<file path="config.mk">
export PLATFORM = sky130hd
export DESIGN_NAME = multi_phase_die_pwm
export DESIGN_NICKNAME = d
export VERILOG_FILES = /design/src/rtl/pwm_pkg.sv /design/src/rtl/pwm_dwell_cnt.sv /design/src/rtl/multi_phase_die_pwm.sv
export SDC_FILE = /design/constraint.sdc
export NUM_CORES = 1
export LEC_CHECK = 0
export CAP_MARGIN = 5
export CORE_ASPECT_RATIO = 1.75
export CORE_UTILIZATION = 44
export CTS_CLUSTER_SIZE = 8
export DETAILED_ROUTE_END_ITERATION = 16
export REMOVE_ABC_BUFFERS = 1
export SETUP_SLACK_MARGIN = 0.1
export SLEW_MARGIN = 20
export SYNTH_ARGS = -nofsm -noshare
export SYNTH_HDL_FRONTEND = slang
export SYNTH_SLANG_ARGS = --single-unit
</file>
<file path="constraint.sdc">
create_clock -name io_clk -period 4.65 [get_ports io_clk]
set_input_delay 0.93 -clock io_clk [delete_from_list [all_inputs] [get_ports io_clk]]
set_output_delay 0.93 -clock io_clk [all_outputs]
set_load 0.005 [all_outputs]
</file>
<file path="src/rtl/pwm_pkg.sv">
// Shared types and helpers for the multi-phase dead-time pulse generator.
// Latency: n/a (types, constants and an elaboration-time width helper only).
// Backpressure: n/a.
package pwm_pkg;

    typedef enum logic [1:0] {
        IDLE  = 2'd0,
        DIE   = 2'd1,
        PULSE = 2'd2
    } state_t;

    localparam int NUM_PH_MAX = 16;

    // Width of a phase index able to address n phases (never below 1 bit).
    function automatic int ph_idx_w(input int n);
        int w;
        w = 1;
        for (int i = 1; i < 8; i++) begin
            if ((1 << w) < n) begin
                w = w + 1;
            end
        end
        return w;
    endfunction

endpackage

</file>
<file path="src/rtl/pwm_dwell_cnt.sv">
// Dwell counter for one dead-time or active window; reloaded for every window.
// Latency: load takes effect on the next edge; expire is high during the last cycle of the window.
// Backpressure: none; clear has priority over load, load over counting.
//
// Ports: clk/rst_n clock and async active-low reset; clr forces the count to 0;
// load/load_val start a new window of load_val cycles; expire flags the final cycle.
// The caller never loads 0: zero-length windows are skipped before the load.
module pwm_dwell_cnt #(
    parameter int W = 32
) (
    input  logic         clk,
    input  logic         rst_n,
    input  logic         clr,
    input  logic         load,
    input  logic [W-1:0] load_val,
    output logic         expire
);

    logic [W-1:0] cnt;

    // Counts load_val down to 1; a value of 0 means no window is running.
    always_ff @(posedge clk or negedge rst_n) begin
        if (!rst_n) begin
            cnt <= '0;
        end else if (clr) begin
            cnt <= '0;
        end else if (load) begin
            cnt <= load_val;
        end else if (cnt != '0) begin
            cnt <= cnt - 1'b1;
        end
    end

    assign expire = (cnt == W'(1));

endmodule

</file>
<file path="src/rtl/multi_phase_die_pwm.sv">
// NUM_PH-phase non-overlapping pulse generator: per phase a dead-time window then an active window, strict rotation, burst or continuous.
// Latency: start edge -> first dead-time cycle next clock; outputs, pulse_valid and burst_done are registered.
// Backpressure: none; once started it free-runs until the burst ends, io_en drops (continuous), pwm_dis aborts or io_rst clears.
//
// Ports: io_clk / io_rst (async, active low); io_en start / keep-running; pwm_dis synchronous abort;
// io_defaultLevel inactive level; die_period / pulse_period window lengths; burst_cnt rotations (0 = continuous);
// io_pulseOut phase outputs; pulse_valid end-of-rotation strobe; burst_done end-of-burst strobe; busy.
// Optional macro PWM_PHASE_MASK_EN adds phase_mask, latched with the periods; a masked phase keeps its timing but never goes active.
module multi_phase_die_pwm
    import pwm_pkg::*;
#(
    parameter int _RAM_WIDTH = 32,
    parameter int NUM_PH     = 2,
    parameter int BURST_W    = 16
) (
    input  logic                  io_clk,
    input  logic                  io_rst,
    input  logic                  io_en,
    input  logic                  pwm_dis,
    input  logic                  io_defaultLevel,
    input  logic [_RAM_WIDTH-1:0] die_period,
    input  logic [_RAM_WIDTH-1:0] pulse_period,
    input  logic [BURST_W-1:0]    burst_cnt,
`ifdef PWM_PHASE_MASK_EN
    input  logic [NUM_PH-1:0]     phase_mask,
`endif
    output logic [NUM_PH-1:0]     io_pulseOut,
    output logic                  pulse_valid,
    output logic                  burst_done,
    output logic                  busy
);

    localparam int PH_W = ph_idx_w(NUM_PH);
    localparam logic [PH_W-1:0] LAST_PH = PH_W'(NUM_PH - 1);

    state_t                  state_q, state_d;
    logic [PH_W-1:0]         phase_q, phase_d;
    logic [BURST_W-1:0]      rot_q, rot_d, rot_inc;
    logic [_RAM_WIDTH-1:0]   die_q, pulse_q;
    logic [BURST_W-1:0]      burst_q;
    logic [NUM_PH-1:0]       active_q, active_d;
    logic                    pv_q, pv_d;
    logic                    bd_q, bd_d;
    logic [NUM_PH-1:0]       mask_n;
`ifdef PWM_PHASE_MASK_EN
    logic [NUM_PH-1:0]       mask_q;
`endif

    logic                    latch;
    logic                    enter;
    logic                    end_phase;
    logic [_RAM_WIDTH-1:0]   ent_die, ent_pulse;
    logic                    cnt_clr, cnt_load, cnt_expire;
    logic [_RAM_WIDTH-1:0]   cnt_val;

    pwm_dwell_cnt #(.W(_RAM_WIDTH)) u_dwell (
        .clk      (io_clk),
        .rst_n    (io_rst),
        .clr      (cnt_clr),
        .load     (cnt_load),
        .load_val (cnt_val),
        .expire   (cnt_expire)
    );

    always_comb begin
        state_d   = state_q;
        phase_d   = phase_q;
        rot_d     = rot_q;
        rot_inc   = rot_q + 1'b1;
        pv_d      = 1'b0;
        bd_d      = 1'b0;
        latch     = 1'b0;
        enter     = 1'b0;
        end_phase = 1'b0;
        cnt_clr   = 1'b0;
        cnt_load  = 1'b0;
        cnt_val   = '0;
        ent_die   = die_q;
        ent_pulse = pulse_q;
        active_d  = '0;
        mask_n    = '1;

        case (state_q)
            IDLE: begin
                if (io_en) begin
                    latch   = 1'b1;
                    enter   = 1'b1;
                    phase_d = '0;
                    rot_d   = '0;
                end
            end
            DIE: begin
                if (cnt_expire) begin
                    if (pulse_q != '0) begin
                        state_d  = PULSE;
                        cnt_load = 1'b1;
                        cnt_val  = pulse_q;
                    end else begin
                        end_phase = 1'b1;
                    end
                end
            end
            PULSE: begin
                if (cnt_expire) begin
                    end_phase = 1'b1;
                end
            end
            default: begin
                state_d = IDLE;
                cnt_clr = 1'b1;
            end
        endcase

        // End of a phase: step to the next phase or close the rotation in the same cycle.
        if (end_phase) begin
            if (phase_q != LAST_PH) begin
                phase_d = phase_q + 1'b1;
                enter   = 1'b1;
            end else begin
                pv_d  = 1'b1;
                rot_d = rot_inc;
                if (burst_q != '0) begin
                    if (rot_inc == burst_q) begin
                        bd_d    = 1'b1;
                        state_d = IDLE;
                        phase_d = '0;
                        rot_d   = '0;
                        cnt_clr = 1'b1;
                    end else begin
                        phase_d = '0;
                        enter   = 1'b1;
                    end
                end else if (io_en) begin
                    phase_d = '0;
                    latch   = 1'b1;
                    enter   = 1'b1;
                end else begin
                    state_d = IDLE;
                    phase_d = '0;
                    rot_d   = '0;
                    cnt_clr = 1'b1;
                end
            end
        end

        // A latch point starts the phase from the live inputs, otherwise from the held copies.
        if (latch) begin
            ent_die   = die_period;
            ent_pulse = pulse_period;
        end

        // Phase entry with zero-length skips; both zero still costs one inactive dwell cycle.
        if (enter) begin
            cnt_load = 1'b1;
            if (ent_die != '0) begin
                state_d = DIE;
                cnt_val = ent_die;
            end else if (ent_pulse != '0) begin
                state_d = PULSE;
                cnt_val = ent_pulse;
            end else begin
                state_d = DIE;
                cnt_val = _RAM_WIDTH'(1);
            end
        end

        // Abort beats everything, including an end-of-rotation in the same cycle.
        if (pwm_dis) begin
            state_d  = IDLE;
            phase_d  = '0;
            rot_d    = '0;
            latch    = 1'b0;
            pv_d     = 1'b0;
            bd_d     = 1'b0;
            cnt_load = 1'b0;
            cnt_clr  = 1'b1;
        end

`ifdef PWM_PHASE_MASK_EN
        mask_n = latch ? phase_mask : mask_q;
`endif

        if (state_d == PULSE) begin
            active_d[phase_d] = mask_n[phase_d];
        end
    end

    always_ff @(posedge io_clk or negedge io_rst) begin
        if (!io_rst) begin
            state_q  <= IDLE;
            phase_q  <= '0;
            rot_q    <= '0;
            die_q    <= '0;
            pulse_q  <= '0;
            burst_q  <= '0;
            active_q <= '0;
            pv_q     <= 1'b0;
            bd_q     <= 1'b0;
`ifdef PWM_PHASE_MASK_EN
            mask_q   <= '0;
`endif
        end else begin
            state_q  <= state_d;
            phase_q  <= phase_d;
            rot_q    <= rot_d;
            active_q <= active_d;
            pv_q     <= pv_d;
            bd_q     <= bd_d;
            if (latch) begin
                die_q   <= die_period;
                pulse_q <= pulse_period;
                burst_q <= burst_cnt;
`ifdef PWM_PHASE_MASK_EN
                mask_q  <= phase_mask;
`endif
            end
        end
    end

    assign io_pulseOut = active_q ^ {NUM_PH{io_defaultLevel}};
    assign pulse_valid = pv_q;
    assign burst_done  = bd_q;
    // The strobe cycle after the final rotation still counts as busy.
    assign busy        = (state_q != IDLE) | pv_q;

endmodule

</file>
==> results of run 1 <==
[power by group]
part / switching, mW / internal, mW / leakage (nW)
registers: 0.254 / 1.38 / 1.67
clock network: 0.534 / 0.906 / 0.291
logic: 0.368 / 0.395 / 1.84
total: 1.16 / 2.68 / 3.79
[flip-flops by register name, indices dropped and copies added, names as in the netlist, 2 cells and up]
name and flops:
active_q 2, burst_q 16, die_q 32, pulse_q 32
rot_q 16, state_q 2, u_dwell.cnt 32
[Yosys cell counts (2+ instances only)]
cell type / number / share of area
mux2i_1: 3 / 0.0037
mux2_2: 82 / 0.11
buf_1: 2 / 0.00092
buf_6: 2 / 0.0028
a211oi_1: 42 / 0.039
a311oi_1: 6 / 0.0064
o31ai_1: 2 / 0.0018
inv_1: 16 / 0.0073
clkbuf_1: 22 / 0.010
and3_1: 7 / 0.0054
o22ai_1: 6 / 0.0046
a221o_1: 10 / 0.012
ha_1: 8 / 0.012
nand3b_1: 3 / 0.0028
a31o_2: 3 / 0.0032
nand3_1: 20 / 0.012
nand4_1: 20 / 0.015
nand2_1: 38 / 0.017
nor3b_1: 3 / 0.0028
nor2_1: 59 / 0.027
or4_1: 8 / 0.0073
nor2b_1: 6 / 0.0046
dfrtp_1: 135 / 0.41
a211o_1: 9 / 0.0096
xnor2_1: 21 / 0.023
nand2b_1: 7 / 0.0054
o21ai_0: 26 / 0.016
o211ai_1: 3 / 0.0028
buf_2: 21 / 0.013
a31oi_1: 3 / 0.0023
and4_1: 5 / 0.0054
xor2_1: 23 / 0.025
nor4_2: 3 / 0.0046
o2111ai_1: 3 / 0.0032
nor3_1: 67 / 0.041
nor4_1: 57 / 0.044
or3_1: 10 / 0.0077
o21a_1: 4 / 0.0037
nor2_2: 2 / 0.0015
a21oi_1: 48 / 0.029
buf_4: 4 / 0.0037
and2_1: 4 / 0.0031
[cell usage in the layout, fill, tap and decap left out, types with 4 or more instances in the layout]
cell / n
a221o_1: 10
mux2_2: 82
nand2b_1: 7
a211oi_1: 42
nor2b_1: 6
buf_4: 21
a311oi_1: 6
inv_1: 16
and2_1: 4
o21ai_0: 26
xnor2_1: 21
clkdlybuf4s50_1: 88
nor3_1: 67
dfrtp_1: 135
clkbuf_16: 17
and4_1: 5
nor4_1: 57
and3_1: 7
xor2_1: 23
a211o_1: 9
nand2_1: 38
clkinvlp_4: 4
a21oi_1: 48
or3_1: 10
o22ai_1: 6
nor2_1: 58
bufinv_16: 4
or4_1: 8
nand4_1: 20
o21a_1: 4
ha_1: 8
nand3_1: 20
[critical path: stages (launching register included)]
cell	delay, ps
dfrtp_1	440
ha_1	320
nand4_1	350
o41ai_2	550
o2111ai_1	260
nand3b_1	280
or4_4	590
a21o_1	340
nand3_1	480
o21ai_0	190
a211o_1	320
[metrics by stage]
stage                     hold WS (ps)  instances
after detailed placement           522       1144
after floorplan                    478        799
after global placement             500       1144
after global routing               508       1175
after CTS                          502       1175
final                              483       1175
[area by class of cell]
class,instances,area (sq um),share of cell area
repair buffers,111,1070,0.108
inverters,16,60.1,0.00605
clock inverters,12,178,0.0179
clock buffers,19,443,0.0446
flip-flops and latches,135,3380,0.340
multi-input cells,648,4510,0.454
well taps,234,293,0.0295
[logic make-up (layout without fill, tap and decap cells)]
family | after synthesis | after routing
XOR/XNOR | 44 | 44
buffers and inverters | 68 | 158
adder cells (fa/ha/maj) | 8 | 8
flip-flops | 135 | 135
AO/OA/AOI/OAI | 184 | 184
multiplexers | 85 | 85
AND/OR/NAND/NOR | 327 | 327
[how the worst max path moves through the flow]
stage                     from               to  slack (ps)  depth (start not counted)
3_5_place_dp          rot_q[0]   u_dwell.cnt[4]         260                         10
6_report              rot_q[0]   u_dwell.cnt[4]         390                         10
4_1_cts               rot_q[0]   u_dwell.cnt[4]         250                         10
5_1_grt               rot_q[0]   u_dwell.cnt[9]         230                         10
3_3_place_gp          rot_q[0]  u_dwell.cnt[13]         370                         10
2_1_floorplan  u_dwell.cnt[16]  u_dwell.cnt[31]       -2450                          7
[routing by layer]
metal  up-vias  routed length, microns  GRT usage
li1       3406                       -          -
met1      3722                    9570      0.298
met2       276                   15300      0.566
met3        98                    1050     0.0511
met4         0                    1740      0.203
met5         -                       0          0
==> impl_metrics.tcl, run 1 <==
set metrics [dict create \
    status "complete, no violations" \
    drc 0 \
    post_dp_cell_area_sq_um 9310 \
    clk_path_buf_depth 2 \
    die_w_microns 105 \
    synth_cells 851 \
    die_area_sq_um 19100 \
    worstPathArrival_ps 4570 \
    wirelength_mm 27.7 \
    synthMuxAreaShare 0.117 \
    tightest_slew_ps 1150 \
    post-place-ws_ps 262 \
    diodes 0 \
    finalInstanceArea_sq_um 9930 \
    via_count 7502 \
    finClkSkew_ps 6.83 \
    antenna_found_initial 0 \
    fin_total_pwr_mw 3.84 \
    num_rows 65 \
    cts-root-buf "clkbuf_16" \
    slew_viol_final 0 \
    initial_core_util 0.451 \
    yosysUniqueCellTypes 70 \
    dr.pass1.iters 5 \
    yosys.area_share.adder 0.0122 \
    r2r_end "u_dwell.cnt[4]" \
    io_buffers 89 \
    ys_warn_count 0 \
    synth_edf_count 0 \
    dpl.hpwl_mm 20.6 \
    cts.clk_slew.worst_paths_ps 60 \
    syn_area_sq_um 8170 \
    finalSetupViolations 0 \
    postCtsHoldBufs 0 \
    area_delta_synth_final_pct 21.5 \
    layout-drive-gt1-share 0.165 \
    via_per_inst 6.38 \
    grt_max_degree 65 \
    cellPowerDensity_nw_per_um2 386 \
    r2r-start "rot_q[0]" \
    hold_path.class "in2async" \
    die_height_microns 182 \
    timing.final.crit_share 0.915 \
    cp_data_required_time_ps 4970 \
    critPathKind "reg2reg" \
    synth_top_family_by_area "simple AND/OR/NAND/NOR gates" \
    reg2reg_depth 10 \
    clk_latency_ps 440 \
    syn_area_per_cell_sq_um 9.61 \
    synthArstFlopShare 1.00 \
    fill_cells 1612 \
    cap_violations 0 \
    ant_nets 0 \
    htree_levels 4 \
    fin_ws_ps 394 \
    synth-compound-area-share 0.157 \
    grt_setup_unrepaired "no" \
    synth-simple-area-share 0.216 \
    grt_usage 0.301 \
    end_kind "flop" \
    synth_xor_area_frac 0.0471 \
    cts_sinks 135 \
    post_cts_resized 0 \
    p_leak_nw 3.79 \
    cts_made_buffers 17 \
    ir_worst_vdd_mv 0.274 \
    max_freq_mhz 235 \
    synthFlopType "dfrtp_1" \
    drt_iter0_drc 474 \
    finalWeightedCongestion 0.944 \
    post-cts-setup-buffers 0 \
    yosysSeqAreaShare 0.413 \
    grt_pass1_vias 7849 \
    cp-start-kind "flop" \
    cts_tree "yes" \
    timing.setup.tns_ps 0 \
    final_util 0.548 \
    ioPinCount 90 \
    rrSetupSlack_ps 390 \
    wl_per_cell_microns 23.5 \
    hold_viol_final 0 \
    design.core.area_sq_um 18100 \
    fin_crit_ps 4260 \
    layout.nets 1022 \
    slew_headroom 0.231 \
    grt_overflow 0 \
    ys_seq_elements 135 \
    crit_fanout 10 \
    grt_pass1_wl_mm 43.3 \
]
Note: power is estimated with default switching activity, not from simulation.
==> inputs of run 2 (changes only) <==
--- a/config.mk
+++ b/config.mk
@@ -12,7 +12,6 @@
 export DETAILED_ROUTE_END_ITERATION = 16
 export REMOVE_ABC_BUFFERS = 1
 export SETUP_SLACK_MARGIN = 0.1
-export SLEW_MARGIN = 20
 export SYNTH_ARGS = -nofsm -noshare
 export SYNTH_HDL_FRONTEND = slang
 export SYNTH_SLANG_ARGS = --single-unit
==> results of run 2 <==
The final DEF is identical to that of run 1; final timing and power are the same.
